### src/rtl/alu_arbiter_if.sv
// Handshake and datapath bundle between the requesters, the shared ALU and
// the response consumer. The arbiter connects through the slave modport.
interface alu_arbiter_if;
    logic       req0_valid, req0_ready;
    logic [2:0] req0_op;
    logic [7:0] req0_a, req0_b;
    logic       req1_valid, req1_ready;
    logic [2:0] req1_op;
    logic [7:0] req1_a, req1_b;
    logic [2:0] alu_sel;
    logic [7:0] alu_op1, alu_op2, alu_result;
    logic [3:0] alu_flags;
    logic       rsp_valid, rsp_ready, rsp_id;
    logic [7:0] rsp_result;
    logic [3:0] rsp_flags;

    modport slave (
        input  req0_valid, req0_op, req0_a, req0_b,
        input  req1_valid, req1_op, req1_a, req1_b,
        input  alu_result, alu_flags, rsp_ready,
        output req0_ready, req1_ready, alu_sel, alu_op1, alu_op2,
        output rsp_valid, rsp_id, rsp_result, rsp_flags
    );

    modport master (
        output req0_valid, req0_op, req0_a, req0_b,
        output req1_valid, req1_op, req1_a, req1_b,
        output alu_result, alu_flags, rsp_ready,
        input  req0_ready, req1_ready, alu_sel, alu_op1, alu_op2,
        input  rsp_valid, rsp_id, rsp_result, rsp_flags
    );
endinterface

### src/rtl/alu_arbiter.sv
// Two-requester arbiter in front of a shared 8-bit ALU (IDLE -> EXEC -> RESP).
// Define ALU_ARB_FIXED_PRIO_EN to make requester 0 always win ties.
module alu_arbiter #(
    parameter logic INIT_LAST = 1'b1
) (
    input  logic         clk,
    input  logic         rst,
    alu_arbiter_if.slave bus
);
    typedef enum logic [1:0] {IDLE = 2'd0, EXEC = 2'd1, RESP = 2'd2} state_t;

    state_t     state_q, state_d;
    logic [2:0] sel_q, sel_d;
    logic [7:0] op1_q, op1_d, op2_q, op2_d;
    logic       id_q, id_d;
    logic [7:0] res_q, res_d;
    logic [3:0] flg_q, flg_d;
    logic       grant0, grant1, in_idle;

`ifdef ALU_ARB_FIXED_PRIO_EN
    assign grant0 = bus.req0_valid;
    assign grant1 = bus.req1_valid && !bus.req0_valid;
`else
    // last_q holds the id granted most recently; the other side wins a tie
    logic last_q, last_d;
    assign grant0 = bus.req0_valid && (!bus.req1_valid || last_q);
    assign grant1 = bus.req1_valid && !grant0;
`endif

    assign in_idle        = (state_q == IDLE) && !rst;
    assign bus.req0_ready = in_idle && grant0;
    assign bus.req1_ready = in_idle && grant1;

    assign bus.alu_sel    = sel_q;
    assign bus.alu_op1    = op1_q;
    assign bus.alu_op2    = op2_q;
    assign bus.rsp_valid  = (state_q == RESP);
    assign bus.rsp_id     = id_q;
    assign bus.rsp_result = res_q;
    assign bus.rsp_flags  = flg_q;

    always_comb begin
        state_d = state_q;
        sel_d   = sel_q;
        op1_d   = op1_q;
        op2_d   = op2_q;
        id_d    = id_q;
        res_d   = res_q;
        flg_d   = flg_q;
`ifndef ALU_ARB_FIXED_PRIO_EN
        last_d  = last_q;
`endif
        case (state_q)
            IDLE: if (grant0 || grant1) begin
                sel_d   = grant1 ? bus.req1_op : bus.req0_op;
                op1_d   = grant1 ? bus.req1_a  : bus.req0_a;
                op2_d   = grant1 ? bus.req1_b  : bus.req0_b;
                id_d    = grant1;
`ifndef ALU_ARB_FIXED_PRIO_EN
                last_d  = grant1;
`endif
                state_d = EXEC;
            end
            EXEC: begin
                res_d   = bus.alu_result;
                flg_d   = bus.alu_flags;
                state_d = RESP;
            end
            RESP: if (bus.rsp_ready) state_d = IDLE;
            default: state_d = IDLE;
        endcase
    end

    always_ff @(posedge clk) begin
        if (rst) begin
            state_q <= IDLE;
            sel_q   <= 3'b000;
            op1_q   <= 8'h00;
            op2_q   <= 8'h00;
            id_q    <= 1'b0;
            res_q   <= 8'h00;
            flg_q   <= 4'h0;
`ifndef ALU_ARB_FIXED_PRIO_EN
            last_q  <= INIT_LAST;
`endif
        end else begin
            state_q <= state_d;
            sel_q   <= sel_d;
            op1_q   <= op1_d;
            op2_q   <= op2_d;
            id_q    <= id_d;
            res_q   <= res_d;
            flg_q   <= flg_d;
`ifndef ALU_ARB_FIXED_PRIO_EN
            last_q  <= last_d;
`endif
        end
    end
endmodule

### src/flat_wrapper.sv
// flat-port wrapper written by rule: the top's interface ports become plain ports
module alu_arbiter_flat 
#(
    parameter logic INIT_LAST = 1'b1
)
  (clk, rst, bus_req0_valid, bus_req0_op, bus_req0_a, bus_req0_b, bus_req1_valid, bus_req1_op, bus_req1_a, bus_req1_b, bus_alu_result, bus_alu_flags, bus_rsp_ready, bus_req0_ready, bus_req1_ready, bus_alu_sel, bus_alu_op1, bus_alu_op2, bus_rsp_valid, bus_rsp_id, bus_rsp_result, bus_rsp_flags);
  alu_arbiter_if bus_i ();
  input  logic clk;
  input  logic rst;
  input wire logic [$bits(bus_i.req0_valid)-1:0] bus_req0_valid;
  input wire logic [$bits(bus_i.req0_op)-1:0] bus_req0_op;
  input wire logic [$bits(bus_i.req0_a)-1:0] bus_req0_a;
  input wire logic [$bits(bus_i.req0_b)-1:0] bus_req0_b;
  input wire logic [$bits(bus_i.req1_valid)-1:0] bus_req1_valid;
  input wire logic [$bits(bus_i.req1_op)-1:0] bus_req1_op;
  input wire logic [$bits(bus_i.req1_a)-1:0] bus_req1_a;
  input wire logic [$bits(bus_i.req1_b)-1:0] bus_req1_b;
  input wire logic [$bits(bus_i.alu_result)-1:0] bus_alu_result;
  input wire logic [$bits(bus_i.alu_flags)-1:0] bus_alu_flags;
  input wire logic [$bits(bus_i.rsp_ready)-1:0] bus_rsp_ready;
  output wire logic [$bits(bus_i.req0_ready)-1:0] bus_req0_ready;
  output wire logic [$bits(bus_i.req1_ready)-1:0] bus_req1_ready;
  output wire logic [$bits(bus_i.alu_sel)-1:0] bus_alu_sel;
  output wire logic [$bits(bus_i.alu_op1)-1:0] bus_alu_op1;
  output wire logic [$bits(bus_i.alu_op2)-1:0] bus_alu_op2;
  output wire logic [$bits(bus_i.rsp_valid)-1:0] bus_rsp_valid;
  output wire logic [$bits(bus_i.rsp_id)-1:0] bus_rsp_id;
  output wire logic [$bits(bus_i.rsp_result)-1:0] bus_rsp_result;
  output wire logic [$bits(bus_i.rsp_flags)-1:0] bus_rsp_flags;
  assign bus_i.req0_valid = bus_req0_valid;
  assign bus_i.req0_op = bus_req0_op;
  assign bus_i.req0_a = bus_req0_a;
  assign bus_i.req0_b = bus_req0_b;
  assign bus_i.req1_valid = bus_req1_valid;
  assign bus_i.req1_op = bus_req1_op;
  assign bus_i.req1_a = bus_req1_a;
  assign bus_i.req1_b = bus_req1_b;
  assign bus_i.alu_result = bus_alu_result;
  assign bus_i.alu_flags = bus_alu_flags;
  assign bus_i.rsp_ready = bus_rsp_ready;
  assign bus_req0_ready = bus_i.req0_ready;
  assign bus_req1_ready = bus_i.req1_ready;
  assign bus_alu_sel = bus_i.alu_sel;
  assign bus_alu_op1 = bus_i.alu_op1;
  assign bus_alu_op2 = bus_i.alu_op2;
  assign bus_rsp_valid = bus_i.rsp_valid;
  assign bus_rsp_id = bus_i.rsp_id;
  assign bus_rsp_result = bus_i.rsp_result;
  assign bus_rsp_flags = bus_i.rsp_flags;
  alu_arbiter #(.INIT_LAST(INIT_LAST)) u_core (.clk(clk), .rst(rst), .bus(bus_i));
endmodule
### config.mk
export PLATFORM = sky130hd
export DESIGN_NAME = alu_arbiter_flat
export DESIGN_NICKNAME = d
export VERILOG_FILES = /design/src/rtl/alu_arbiter_if.sv /design/src/rtl/alu_arbiter.sv /design/src/flat_wrapper.sv
export SDC_FILE = /design/constraint.sdc
export NUM_CORES = 1
export LEC_CHECK = 0
export ABC_CLOCK_PERIOD_IN_PS = 1500
export BUFFER_PORTS_ARGS = -buffer_cell sky130_fd_sc_hd__buf_2
export CAP_MARGIN = 20
export CORE_UTILIZATION = 42
export DETAILED_ROUTE_END_ITERATION = 10
export GPL_TIMING_DRIVEN = 0
export PLACE_DENSITY = 0.87
export SLEW_MARGIN = 20
export SYNTH_ARGS = -nofsm -noshare
export SYNTH_HDL_FRONTEND = slang
export SYNTH_SLANG_ARGS = --single-unit
### constraint.sdc
create_clock -name clk -period 1.5 [get_ports clk]
set_clock_uncertainty 0.2 [all_clocks]
set_input_delay 0 -clock clk [delete_from_list [all_inputs] [get_ports clk]]
set_output_delay 0 -clock clk [all_outputs]
set_load 0.01 [all_outputs]
==> impl_metrics.tcl, run 1 <==
set metrics [dict create \
    final_hold_viol_count 0 \
    critPathKind "input port to flop" \
    die_w_um 61.7 \
    synth_cells 183 \
    cp-end-kind "flop" \
    status "finished with violations" \
    synth_top_area_cell "dfxtp_1" \
    setup_ws_ns -0.00119 \
    n_fill_cell 226 \
    grt_first_pass_wirelength_mm 7.82 \
    dieArea_mm2 0.00381 \
    p_comb_share_pct 30.2 \
    worst_setup_path_start_kind "input port" \
    viasPerCell 4.97 \
    cap_violations 0 \
    maxSlewViolCount 0 \
    cts_root_buf "clkbuf_4" \
    coreArea_mm2 0.00336 \
    initial_core_util_pct 44.5 \
    final_common_cell "buf_2" \
    clkLatencyLatePin_ns 0.33 \
    postSynthAreaPerCell_um2 8.18 \
    drt-initial-drc-count 76 \
    setup_viol 1 \
    wl_mm 5.40 \
    wl_per_cell_um 13.9 \
    power_frac_seq_pct 45.6 \
    ys_seq_area_share_pct 46.8 \
    final_cell_mix "95 x buf_2, 63 x nand2_1, 60 x dlygate4sd3_1, 32 x dfxtp_1, 23 x a21oi_1" \
    vdd_ir_drop_max_mv 0.610 \
    use_met1_pct 30.0 \
    p_per_area_mw_per_mm2 866 \
    clock_path_buffers 2 \
    syn_area_mm2 0.00150 \
    grt_pass1_vias 1839 \
    tightestPinTransition_ns 0.439 \
    period_share_pct 100 \
    use_met2_pct 50.8 \
    worstSetupStartpoint "bus_req1_valid" \
    dp.cells 317 \
    portBuffers 88 \
    switching_share_pct 29.5 \
    synthToLayoutAreaGrowth_pct 84.2 \
    violations "negative setup slack" \
    antenna_found_initial 0 \
    vias 1937 \
    p_leak_uw 0.00129 \
    grt_max_degree 11 \
    clock_power_share_pct 24.1 \
    total_power_uw 2390 \
    remaining_drc_errors 0 \
    min_path_type "input port to flop" \
    fp.dieH_um 61.7 \
    post-place-ws_ns 0.0390 \
    critical_path_arrival_ns 1.52 \
    p_sw_uw 704 \
    min_period_ns 1.50 \
    p_int_uw 1690 \
    yosys_warnings 0 \
    nNetsFinal 398 \
    path_clk_slew_ns 0.10 \
    clock-sinks 35 \
    synth.distinct_cells 24 \
    cts_htree_levels 2 \
    num_rows 21 \
    min_from "rst" \
    grt_usage_pct 28.4 \
    cp.required_ns 1.52 \
    cts_tree "done" \
    ys_ff_latch 35 \
    layout-drive-gt1-share_pct 36.6 \
    synth_top_cell_area_share_pct 46.8 \
    fmax_mhz 666 \
    hpwl_mm 2.73 \
    use_met3_pct 9.73 \
    drt-pass1-iter-count 4 \
    routabilityCongestion 0.747 \
    grt_busiest_layer "met2" \
    timing.hold.ws_ns 0.0711 \
    multiInputGateArea_um2 747 \
    insertedDiodeCount 0 \
    cts_buffers 5 \
    r2r_start "u_core.state_q[1]" \
    drtAntennaViolNets 0 \
    rsz0062_at_grt "yes" \
    final_cells 390 \
    gr-total-overflow 0 \
    timing.slew.headroom_pct 70.7 \
    ios 90 \
    ff_latch_area_um2 709 \
    fin_util_pct 82.0 \
    syn_nets 238 \
    crit_fanout 10 \
    synth_area_leaders "dfxtp_1 47%, nand2_1 16%, a21oi_1 7.7%, a32oi_1 5.8%, nand2b_1 5.4%" \
]
[layer usage]
| layer | routed length, um | part of all wire (%) |
|---|---|---|
| met4 | 75 | 1.4 |
| met3 | 406 | 7.5 |
| met1 | 2150 | 40 |
| met2 | 2770 | 51 |
| met5 | 0 | 0 |
[power by group through the flow]
stage	sequential (uW)	clock [uW]	combinational [uW]
after floorplan	1150	0	267
after global placement	1100	0	535
after detailed placement	1110	0	541
after CTS	1090	590	671
after global routing	1100	650	791
final	1090	577	723
[worst max-delay path, cell delays in order]
cell,delay [ns]
buf_2,0.13
dlygate4sd3_1,0.60
or2_2,0.32
buf_2,0.19
a21oi_1,0.21
a311oi_2,0.07
[synthesized netlist by cell type]
master	count
a21bo_2	1
a21boi_2	1
a21oi_1	23
a311oi_1	9
a32oi_1	10
and3_2	1
buf_2	10
buf_4	1
clkbuf_1	1
clkbuf_8	1
dfxtp_1	35
inv_1	1
nand2_1	63
nand2b_1	13
nand3_1	1
nand3b_1	1
nor2_1	1
nor2_2	1
nor2_8	1
nor2b_1	2
nor3_1	2
o21ai_0	2
or2_2	1
or2_4	1
[repair_timing]
item | CTS | global route
hold endpoints to repair | 34 | 0
hold buffers | 60 | 0
buffers inserted | 1 | 4
resized for setup | 5 | 11
endpoints found under the setup margin | 1 | 16
pin swaps | 0 | 3
[final timing paths]
| kind | end | slack (ns) | cells past startpoint |
|---|---|---|---|
| setup / recovery | u_core.bus.alu_sel[0] | -0.001 | 6 |
| hold / removal | u_core.bus.rsp_id | 0.07 | 4 |
| setup reg to reg | u_core.bus.alu_sel[0] | 0.06 | 3 |
| hold reg to reg | u_core.bus.rsp_result[0] | 0.26 | 2 |
[state kept, by name, summed over array words and instances, names as in the netlist]
| register | count |
|---|---|
| u_core.bus.alu_op1 | 8 |
| u_core.bus.rsp_id | 1 |
| u_core.bus.rsp_result | 8 |
| u_core.bus.alu_sel | 3 |
| u_core.bus.alu_op2 | 8 |
| u_core.last_q | 1 |
| u_core.state_q | 2 |
| u_core.bus.rsp_flags | 4 |
[cell type report]
class                      count  share of cell area [%]
buffer                        13                    3.17
clock buffer                   8                    2.49
inverter                       1                   0.136
multi-input combinational    134                    27.1
sequential                    35                    25.7
tap                           46                    2.09
timing repair buffer         153                    39.3
[metrics by stage]
step | setup TNS (ns) | instance area (um^2)
after global placement | 0 | 2000
after floorplan | 0 | 1500
after global routing | -0.133 | 2760
after CTS | 0 | 2680
after detailed placement | 0 | 2000
final | -0.00119 | 2760
[cells by family after synthesis]
logic type / count (synthesis) / synth area share [%]
flip-flops: 35 / 46.8
AND/OR/NAND/NOR: 88 / 27.1
buffers and inverters: 14 / 5.26
AO/OA/AOI/OAI: 46 / 20.9
No activity file was read; power rests on OpenSTA's default activity.
==> run 2: changes to the inputs <==
--- a/config.mk
+++ b/config.mk
@@ -8,10 +8,10 @@
 export ABC_CLOCK_PERIOD_IN_PS = 1500
 export BUFFER_PORTS_ARGS = -buffer_cell sky130_fd_sc_hd__buf_2
 export CAP_MARGIN = 20
-export CORE_UTILIZATION = 42
+export CORE_UTILIZATION = 35
 export DETAILED_ROUTE_END_ITERATION = 10
 export GPL_TIMING_DRIVEN = 0
-export PLACE_DENSITY = 0.87
+export PLACE_DENSITY = 0.76
 export SLEW_MARGIN = 20
 export SYNTH_ARGS = -nofsm -noshare
 export SYNTH_HDL_FRONTEND = slang
==> run 2 against run 1 <==
Against the previous run: the run now ends clean; setup slack improved by 0.055 ns; total power rose by 10%; register-to-register slack barely moved; die area rose by 19%; final cell count fell by 2.1%; sequential cell count did not move; via count fell by 5.4%; design area fell by 3.3%.
==> impl_metrics.tcl, run 2 (synthesized netlist as in run 1, its figures left out) <==
set metrics [dict create \
    status "finished clean" \
    min_from "bus_req0_valid" \
    p_per_area_mw_per_mm2 988 \
    cts_htree_levels 2 \
    layout-drive-gt1-share_pct 36.4 \
    antenna_found_initial 0 \
    clock_path_buffers 2 \
    final_cell_mix "96 x buf_2, 63 x nand2_1, 52 x dlygate4sd3_1, 32 x dfxtp_1, 23 x a21oi_1" \
    routabilityCongestion 0.753 \
    cap_violations 0 \
    rr_endpoint "u_core.bus.alu_op2[4]" \
    setup-tns-final_ns 0 \
    grt_max_degree 12 \
    placed_area_mm2 0.00200 \
    ff_latch_area_um2 704 \
    min_path_type "input port to flop" \
    coreArea_mm2 0.00406 \
    wl_mm 5.12 \
    cts_root_buf "clkbuf_8" \
    drtAntennaViolNets 0 \
    cp.required_ns 1.46 \
    maxSlewViolCount 0 \
    critical_path_arrival_ns 1.41 \
    fp.dieH_um 67.4 \
    portBuffers 88 \
    wl_per_cell_um 13.4 \
    timing.hold.ws_ns 0.0101 \
    hold_depth 4 \
    critPathKind "flop to flop" \
    dieArea_mm2 0.00454 \
    period_share_pct 96.4 \
    multiInputGateArea_um2 728 \
    hpwl_mm 2.81 \
    gr-total-overflow 0 \
    final_hold_viol_count 0 \
    total_power_uw 2640 \
    switching_share_pct 27.4 \
    p_comb_share_pct 25.5 \
    insertedDiodeCount 0 \
    synthToLayoutAreaGrowth_pct 78.2 \
    tightestPinTransition_ns 0.460 \
    p_int_uw 1910 \
    vias 1832 \
    grt_pass1_vias 1668 \
    num_rows 23 \
    setup_viol 0 \
    n_fill_cell 337 \
    final_cells 382 \
    rsz0062_at_grt "no" \
    die_w_um 67.4 \
    remaining_drc_errors 0 \
    grt_usage_pct 22.9 \
    worst_setup_path_start_kind "flop" \
    initial_core_util_pct 36.9 \
    p_sw_uw 722 \
    drt-initial-drc-count 54 \
    timing.slew.headroom_pct 69.2 \
    grt_first_pass_wirelength_mm 7.49 \
    fmax_mhz 692 \
    p_leak_uw 0.00126 \
    cts_buffers 5 \
    nNetsFinal 386 \
    vdd_ir_drop_max_mv 0.711 \
    cp-end-kind "flop" \
    r2r_start "u_core.state_q[0]" \
    crit_fanout 10 \
    clock-sinks 35 \
    fin_area_mm2 0.00267 \
    min_period_ns 1.45 \
    clock_power_share_pct 33.1 \
    power_frac_seq_pct 41.4 \
    r2r_cells 4 \
    viasPerCell 4.80 \
    dp.cells 321 \
    drt-pass1-iter-count 4 \
    holdPathEnd "u_core.bus.alu_op1[4]" \
    final_common_cell "buf_2" \
    path_clk_slew_ns 0.07 \
    clkLatencyLatePin_ns 0.28 \
    reg2reg_slack_ns 0.05 \
    ios 90 \
    cts_tree "done" \
]
==> run 2: changes by cell type in the layout (fill, tap and decap cells not counted), sizes merged <==
cell         previous run  this run
buf                   103        99
bufinv                  0         1
clkbuf                 11         9
clkinv                  0         1
dlygate4sd3            60        52
==> run 2: power by group through the flow <==
| stage | logic (uW) | registers [uW] | clock network, uW |
|---|---|---|---|
| 2_1_floorplan | 267 | 1150 | 0 |
| 6_report | 672 | 1090 | 874 |
| 3_5_place_dp | 543 | 1110 | 0 |
| 5_1_grt | 732 | 1100 | 949 |
| 3_3_place_gp | 538 | 1110 | 0 |
| 4_1_cts | 651 | 1090 | 898 |
==> run 2: how the worst max path moves through the flow <==
stage / startpoint / end / depth (start not counted)
6_report: u_core.state_q[0] / u_core.bus.alu_op2[4] / 4
5_1_grt: u_core.state_q[0] / bus_req1_ready / 3
4_1_cts: u_core.state_q[1] / bus_req0_ready / 3
3_5_place_dp: u_core.state_q[1] / u_core.bus.alu_op2[4] / 4
3_3_place_gp: u_core.state_q[1] / u_core.bus.alu_op2[0] / 4
2_1_floorplan: u_core.state_q[1] / u_core.bus.alu_op1[4] / 4
==> run 2: final cells by class <==
class | instances | share of cell area (%)
Sequential cell | 35 | 26.4
Buffer | 13 | 3.14
Clock buffer | 6 | 3.09
Clock inverter | 2 | 1.31
Timing Repair Buffer | 141 | 36.3
Tap cell | 50 | 2.34
Inverter | 1 | 0.141
Multi-Input combinational cell | 134 | 27.3
==> run 2: metal layers <==
metal  global-route usage [%]  share of wire (%)  vias up
met3                     5.24                6.7       12
met5                        0                  0        -
met4                     9.57                1.8        0
li1                         -                  -      924
met2                     39.9                 50       86
met1                     26.6                 41      810
==> run 2: through the flow <==
stage | util, % | setup WS, ns
after floorplan | - | 0.165
after global placement | 49.3 | 0.0526
after detailed placement | 49.3 | 0.0428
after CTS | 65.2 | -0.00705
after global routing | 65.8 | 0.00755
final | 65.8 | 0.0540
==> run 2: timing repair <==
action,4_1_cts,5_1_grt
gates resized for setup,3,5
pin swaps,0,2
hold buffers,52,0
setup endpoints to repair,2,16
hold endpoints to repair,32,0
buffers inserted,0,1
==> run 2: worst max-delay path, cell delays in order, from the launching register on <==
cell,delay [ns]
dfxtp_2,0.35
or2_4,0.29
nor2_8,0.17
clkbuf_8,0.20
a32oi_1,0.10
